<file path="src/rtl/comp_iter.sv">
// Multi-cycle magnitude comparator with an RV32 branch predicate, CHUNK bits per cycle from the MSB.
// Optional COMP_ITER_EARLY_EXIT_EN: leave RUN as soon as the first differing chunk is seen.
//
// state | meaning
// IDLE  | waiting for operands, in_ready=1
// RUN   | comparing chunk r_idx of the latched operands
// DONE  | result presented, waiting for out_ready
module comp_iter #(
   parameter int WIDTH = 32,
   parameter int CHUNK = 8
) (
   input  logic             clk,
   input  logic             rst,
   input  logic             in_valid,
   output logic             in_ready,
   input  logic [WIDTH-1:0] input_a,
   input  logic [WIDTH-1:0] input_b,
   input  logic             signed_en,
   input  logic [2:0]       op,
   output logic             out_valid,
   input  logic             out_ready,
   output logic [1:0]       res,
   output logic             taken
);

   localparam int N  = WIDTH / CHUNK;
   localparam int IW = (N > 1) ? $clog2(N) : 1;
   localparam logic [IW-1:0] IDX_LAST = IW'(N - 1);

   typedef enum logic [1:0] {S_IDLE, S_RUN, S_DONE} state_t;

   state_t           r_state;
   logic [WIDTH-1:0] r_a;
   logic [WIDTH-1:0] r_b;
   logic [2:0]       r_op;
   logic [IW-1:0]    r_idx;
   logic [1:0]       r_acc;
   logic             r_in_ready;
   logic             r_out_valid;
   logic [1:0]       r_res;
   logic             r_taken;

   logic             w_sgn;
   logic [WIDTH-1:0] w_msb;
   logic [CHUNK-1:0] w_ca;
   logic [CHUNK-1:0] w_cb;
   logic [1:0]       w_cmp;
   logic [1:0]       w_res;
   logic             w_taken;
   logic             w_last;

   // Signed operands are stored offset-binary so one unsigned chunk compare serves both.
   always_comb begin
      w_sgn = op[2] ? ~op[1] : signed_en;
      w_msb = {w_sgn, {(WIDTH-1){1'b0}}};
      w_ca  = r_a[r_idx*CHUNK +: CHUNK];
      w_cb  = r_b[r_idx*CHUNK +: CHUNK];
      if (w_ca == w_cb)
         w_cmp = 2'b00;
      else if (w_ca < w_cb)
         w_cmp = 2'b01;
      else
         w_cmp = 2'b10;
      w_res = (r_acc != 2'b00) ? r_acc : w_cmp;
      case (r_op)
         3'b000:          w_taken = (w_res == 2'b00);
         3'b001:          w_taken = (w_res != 2'b00);
         3'b100, 3'b110:  w_taken = (w_res == 2'b01);
         3'b101, 3'b111:  w_taken = (w_res != 2'b01);
         default:         w_taken = 1'b0;
      endcase
`ifdef COMP_ITER_EARLY_EXIT_EN
      w_last = (r_idx == '0) || (w_cmp != 2'b00);
`else
      w_last = (r_idx == '0);
`endif
   end

   always_ff @(posedge clk) begin
      if (rst) begin
         r_state     <= S_IDLE;
         r_a         <= '0;
         r_b         <= '0;
         r_op        <= '0;
         r_idx       <= '0;
         r_acc       <= 2'b00;
         r_in_ready  <= 1'b1;
         r_out_valid <= 1'b0;
         r_res       <= 2'b00;
         r_taken     <= 1'b0;
      end else begin
         case (r_state)
            S_IDLE: begin
               if (in_valid && r_in_ready) begin
                  r_a        <= input_a ^ w_msb;
                  r_b        <= input_b ^ w_msb;
                  r_op       <= op;
                  r_idx      <= IDX_LAST;
                  r_acc      <= 2'b00;
                  r_in_ready <= 1'b0;
                  r_state    <= S_RUN;
               end
            end
            S_RUN: begin
               if (w_last) begin
                  r_res       <= w_res;
                  r_taken     <= w_taken;
                  r_out_valid <= 1'b1;
                  r_state     <= S_DONE;
               end else begin
                  r_acc <= w_res;
                  r_idx <= r_idx - 1'b1;
               end
            end
            S_DONE: begin
               if (out_ready) begin
                  r_res       <= 2'b00;
                  r_taken     <= 1'b0;
                  r_out_valid <= 1'b0;
                  r_in_ready  <= 1'b1;
                  r_state     <= S_IDLE;
               end
            end
            default: begin
               r_state     <= S_IDLE;
               r_in_ready  <= 1'b1;
               r_out_valid <= 1'b0;
               r_res       <= 2'b00;
               r_taken     <= 1'b0;
            end
         endcase
      end
   end

   assign in_ready  = r_in_ready;
   assign out_valid = r_out_valid;
   assign res       = r_res;
   assign taken     = r_taken;

endmodule
</file>
<file path="config.mk">
export PLATFORM = sky130hd
export DESIGN_NAME = comp_iter
export DESIGN_NICKNAME = d
export VERILOG_FILES = /design/src/rtl/comp_iter.sv
export SDC_FILE = /design/constraint.sdc
export NUM_CORES = 1
export LEC_CHECK = 0
export BUFFER_PORTS_ARGS = -buffer_cell sky130_fd_sc_hd__buf_2
export CAP_MARGIN = 20
export CORE_MARGIN = 1.5
export CORE_UTILIZATION = 30
export CTS_CLUSTER_SIZE = 10
export DETAILED_ROUTE_END_ITERATION = 6
export HOLD_SLACK_MARGIN = 0.15
export MAX_ROUTING_LAYER = met4
export SLEW_MARGIN = 20
export SYNTH_ARGS = -nofsm -noshare
export SYNTH_HDL_FRONTEND = slang
export SYNTH_SLANG_ARGS = --single-unit
</file>
<file path="constraint.sdc">
create_clock -name clk -period 3.3 [get_ports clk]
set_input_delay 0.165 -clock clk [delete_from_list [all_inputs] [get_ports clk]]
set_output_delay 0.165 -clock clk [all_outputs]
set_load 0.03 [all_outputs]
</file>
# Word-level counts from Yosys, hierarchy flattened
# Cells that the tools add are included.
[totals] input_bits=72 regBits=78
[classes] reduce_logical=15 mux=25 bitwise_logic=5 n_addsub=1 magnitude_cmp=1 eq_ne=14 shift=2
[op_table] operator="indexed part select 32 x 6 -> 8 bit" n=2
[op_table] operator="XOR 32 bit" n=2
[op_table] operator="two-way mux 2 bit" n=11
[op_table] operator="== test 3 bit, second input constant" n=4
[op_table] operator="one-hot mux 2 bit (3 select lines)" n=2
[op_table] operator="AND reduction 3 bit" n=4
[op_table] operator="one-hot mux 1 bit (3 select lines)" n=3
[op_table] operator="== test 8 bit" n=1
[op_table] operator="less-than comparator 8 bit" n=1
[op_table] operator="inequality test 2 bit, second input constant" n=4
[op_table] operator="one-hot mux 2 bit (2 select lines)" n=2
[op_table] operator="zero test 2 bit" n=3
[op_table] operator="two-way mux 1 bit" n=6
[op_table] operator="nonzero test 2 bit" n=3
[op_table] operator="== test 2 x 1 -> 1 bit, second input constant" n=2
[op_table] operator="one-hot mux 1 bit (4 select lines)" n=1
[op_table] operator="OR reduction 2 bit" n=2
[op_table] operator="== test 3 x 1 -> 1 bit, second input constant" n=1
[op_table] operator="zero test 3 bit" n=1
[op_table] operator="NOT 1 bit" n=3
[op_table] operator="== test 2 bit, second input constant" n=1
[op_table] operator="inequality test 2 x 1 -> 1 bit, second input constant" n=1
[op_table] operator="AND reduction 2 bit" n=1
[op_table] operator="subtractor 2 x 1 -> 2 bit, second input constant" n=1
[op_table] operator="logical AND 1 bit" n=1

# Logic depth before layout (Yosys ltp)
[logic_depth] word_depth=9 depth_mapped=10 mapped_depth_nobuf=8

# Worst setup path before layout
# No wires, ideal clock.
[synth_timing] path_type="reg2reg" from="register r_idx[0]" to="register r_acc[1]" path_buffers=2 arrival_time_ns=2.428 t_required_ns=3.157 synth_period_minus_slack_ns=2.571 setup_ns=0.143 stages_incl_launch_ff=10 slack_ns=0.729 path_cell_list="dfxtp_1 > buf_4 > buf_2 > mux4_2 > ha_1 > a211oi_1 > nor2_1 > nor3_1 > nor2b_1 > a2111oi_0"
[synth_between] elab_chain_cells=7 word_cells_on_any_way=12 classes_between="order compare: 1; eq/ne: 2; shift: 2; mux: 5; reduce/logical: 2"
[synth_rtl] item="start, declared" line_no="36" rtl="logic [IW-1:0] r_idx;"
[synth_rtl] item="start signal, assigned" line_no="112" rtl="r_idx <= r_idx - 1'b1;"
[synth_rtl] item="indexed part select 32 x 6 -> 8 bit (on tied branches)" line_no="56, 57"
[synth_rtl] item="less-than comparator 8 bit" line_no="60" rtl="else if (w_ca < w_cb)"
[synth_rtl] item="two-way mux 2 bit" line_no="60"
[synth_rtl] item="two-way mux 2 bit" line_no="58" rtl="if (w_ca == w_cb)"
[synth_rtl] item="two-way mux 2 bit" line_no="64" rtl="w_res = (r_acc != 2'b00) ? r_acc : w_cmp;"
[synth_rtl] item="two-way mux 2 bit" line_no="105" rtl="if (w_last) begin"
[synth_rtl] item="one-hot mux 2 bit (2 select lines)" line_no="92" rtl="case (r_state)"
[synth_rtl] item="end signal, assigned" line_no="111" rtl="r_acc <= w_res;"
[synth_rtl] item="end, declared" line_no="37" rtl="logic [1:0] r_acc;"
# Parallel ways exist; a longest one is shown, timed or not. The select of a mux whose other input is x is not followed.
# A chain may end at the register's enable or synchronous reset.

# Final worst setup path
[layout_timing] from="register r_idx[1]" to="register r_acc[1]"
# The elaborated chain is that of the path after synthesis.

==> run summary <==
Clk Latency, worst-skew pair: 320 ps
Die height: 111 microns
Rows: 39
DRC viols: 0
Total global routing overflow: 0
Max Cap Viol: 0
Setup Skew: 3.33 ps
Outcome: finished, final reports clean
Routed vias: 3242
Seq cells post-synth: 78
Fin. Hold Viols: 0
I/O pin total: 77
Area share of the largest cell type after synthesis: 44.9%
Power Density: 556 mW/mm^2
Synth warnings: 0
Initial antenna violation count: 0
Nets: 618
Total CTS buffers: 9
Min-delay worst type: in -> reg
Die width: 111 microns
Worst Path Arrival: 2760 ps
Clk root buf: clkbuf_16
Syn nets: 487
Setup TNS: 0 ps
Antenna diode count: 0
CORE AREA: 0.0114 sq mm
Largest net degree at the start of global routing: 56
Cells on worst reg2reg path: 7
Global-route wire length before repair: 15.0 mm
DRT Wirelength: 8.93 mm
H-tree levels: 3
Worst reg2reg setup slack: 730 ps
Synth top area cells: dfxtp_1 45%, nand2_1 15%, a21oi_1 11%, mux4_2 10%, ha_1 3.2%
Crit path to: r_acc[1]
Critical path peak fanout: 15
Synth-to-Final Area Change: 41.7%
Netlist Area Pre-Place: 0.00348 sq mm
Fin crit share: 78.0%
RSZ-0062 raised after global routing: no
Total track usage: 15.5%
Fin crit period: 2570 ps
Most frequent cells in the layout: 139 x nand2_1, 78 x dfxtp_1, 76 x buf_2
R2r endpoint: r_acc[1]
Layout cell share with drive strength beyond 1: 22.3%
Final ANT Viol Nets: 0
GP Congestion: 0.748
Post-synthesis cell type count: 41
Reg2Reg Launch Point: r_idx[1]
Max clock buf depth: 2
Crit start category: flop
Vias per cell: 4.73
Dpl cell area: 0.00393 sq mm
Total Power: 2.74 mW
CTS tree: yes
Initial DRC count: 145
Worst-margin pin slew: 931 ps
Drt wl/cell: 13.0 microns
Initial Util: 30.6%
Die area: 0.0122 sq mm
Max-slew violation count: 0
# port buffers: 76
Vias in the first global route: 3256
Max Fclk: 389 MHz
Most common cell after layout, fill and taps aside: nand2_1
Syn avg cell area: 8.56 sq um
Final HPWL DP: 6.16 mm
Max_slew headroom: 37.9%
TritonCTS Sinks: 78
Largest area contributor in the netlist: dfxtp_1
Worst VDD drop: 0.000301 V
Endpoints failing setup: 0
DRT Pass-1 Iters: 4
Worst setup EP type: flop
Req. time, crit path: 3490 ps
Design area: 0.00493 sq mm
WS Path Type: reg -> reg
Leakage power total: 1.96 nW
Cells after Synth: 406
CP startpoint: r_idx[1]
Fill cells: 1109
CTS clk-pin slew, worst paths: 60 ps
Sequential element share of the synthesized area: 44.9%
-- power breakdown --
group          internal (mW)  leakage, nW  switching [mW]  total, mW
logic                  0.275         1.16           0.299      0.574
clock network          0.723        0.166           0.358       1.08
registers               1.02        0.638          0.0633       1.09
-- area by class of cell --
type	instances	area (sq um)	share of cell area [%]
Sequential cell	78	1560	31.7
Clock inverter	3	65.1	1.32
Tap cell	143	179	3.63
Clock buffer	13	270	5.49
Multi-Input combinational cell	288	1720	34.9
Inverter	12	45.0	0.914
Timing Repair Buffer	148	1090	22.0
-- flip-flops by register name, summed over array words and instances (netlist names) --
register and count:
in_ready 1, out_valid 1, r_a 32, r_acc 2, r_b 32, r_idx 2, r_op 3, r_state 2
res 2, taken 1
-- layer usage --
layer / track usage (%) / up-vias / part of all wire, %
li1: - / 1638 / -
met1: 18.2 / 1515 / 45
met2: 26.3 / 69 / 50
met3: 2.90 / 20 / 3.4
met4: 5.81 / 0 / 2.2
met5: - / - / 0
-- kinds of logic after synthesis --
family / count (synthesis) / share of synthesized area [%]
fa+ha+maj: 9 / 3.24
compound gates: 93 / 14.9
mux: 17 / 10.7
flops: 78 / 44.9
buf+inv: 40 / 5.65
simple gates: 167 / 20.1
xor+xnor: 2 / 0.504
-- synthesized netlist by cell type (all sizes together) --
master and n:
and2 1, nor2 10, or3b 1, a211oi 3, nor3b 1, a211o 1
o211ai 1, nand4 3, clkbuf 11, o31ai 2, inv 12, o21ai 4
nor3 2, a2111oi 1, a311oi 1, a31o 1, o41ai 1, buf 17
nand2b 2, o311a 2, a21oi 73, mux2i 1, xnor2 2, o22ai 1
a32oi 1, and3b 1, ha 9, nand2 139, nand3b 2, dfxtp 78
mux4 16, nor2b 4, a221oi 1, or2b 1
-- critical path, cell delays in order (launching register included) --
cell and delay (ps):
dfxtp_1 710, mux4_2 410, ha_1 320, a211oi_1 200, nor2_1 70, nor3_1 320
nor2b_1 270, a2111oi_0 120
-- worst min path at each step --
stage / start / end / slack (ps) / cells after the start
finish: input_b[31] / r_b[31] / 170 / 4
detailed placement: input_a[27] / r_a[27] / 410 / 3
CTS: input_b[31] / r_b[31] / 170 / 4
floorplan: input_a[0] / r_a[0] / 300 / 2
global placement: input_a[17] / r_a[17] / 410 / 3
global route: input_b[31] / r_b[31] / 200 / 4
-- per-stage QoR --
step / std cells / utilization, % / hold WS (ps) / worst slack [ps]
6_report: 685 / 43.3 / 171 / 727
5_1_grt: 685 / 43.3 / 196 / 535
4_1_cts: 685 / 43.3 / 168 / 752
3_5_place_dp: 603 / 34.6 / 412 / 761
3_3_place_gp: 603 / 34.6 / 411 / 804
2_1_floorplan: 406 / - / 301 / 729
-- what timing repair did --
| action | CTS | global route |
|---|---|---|
| setup buffers | 0 | 0 |
| hold buffers | 66 | 0 |
| gates resized for setup | 0 | 0 |
| hold endpoints to repair | 66 | 0 |
(Power assumes the default switching activity.)
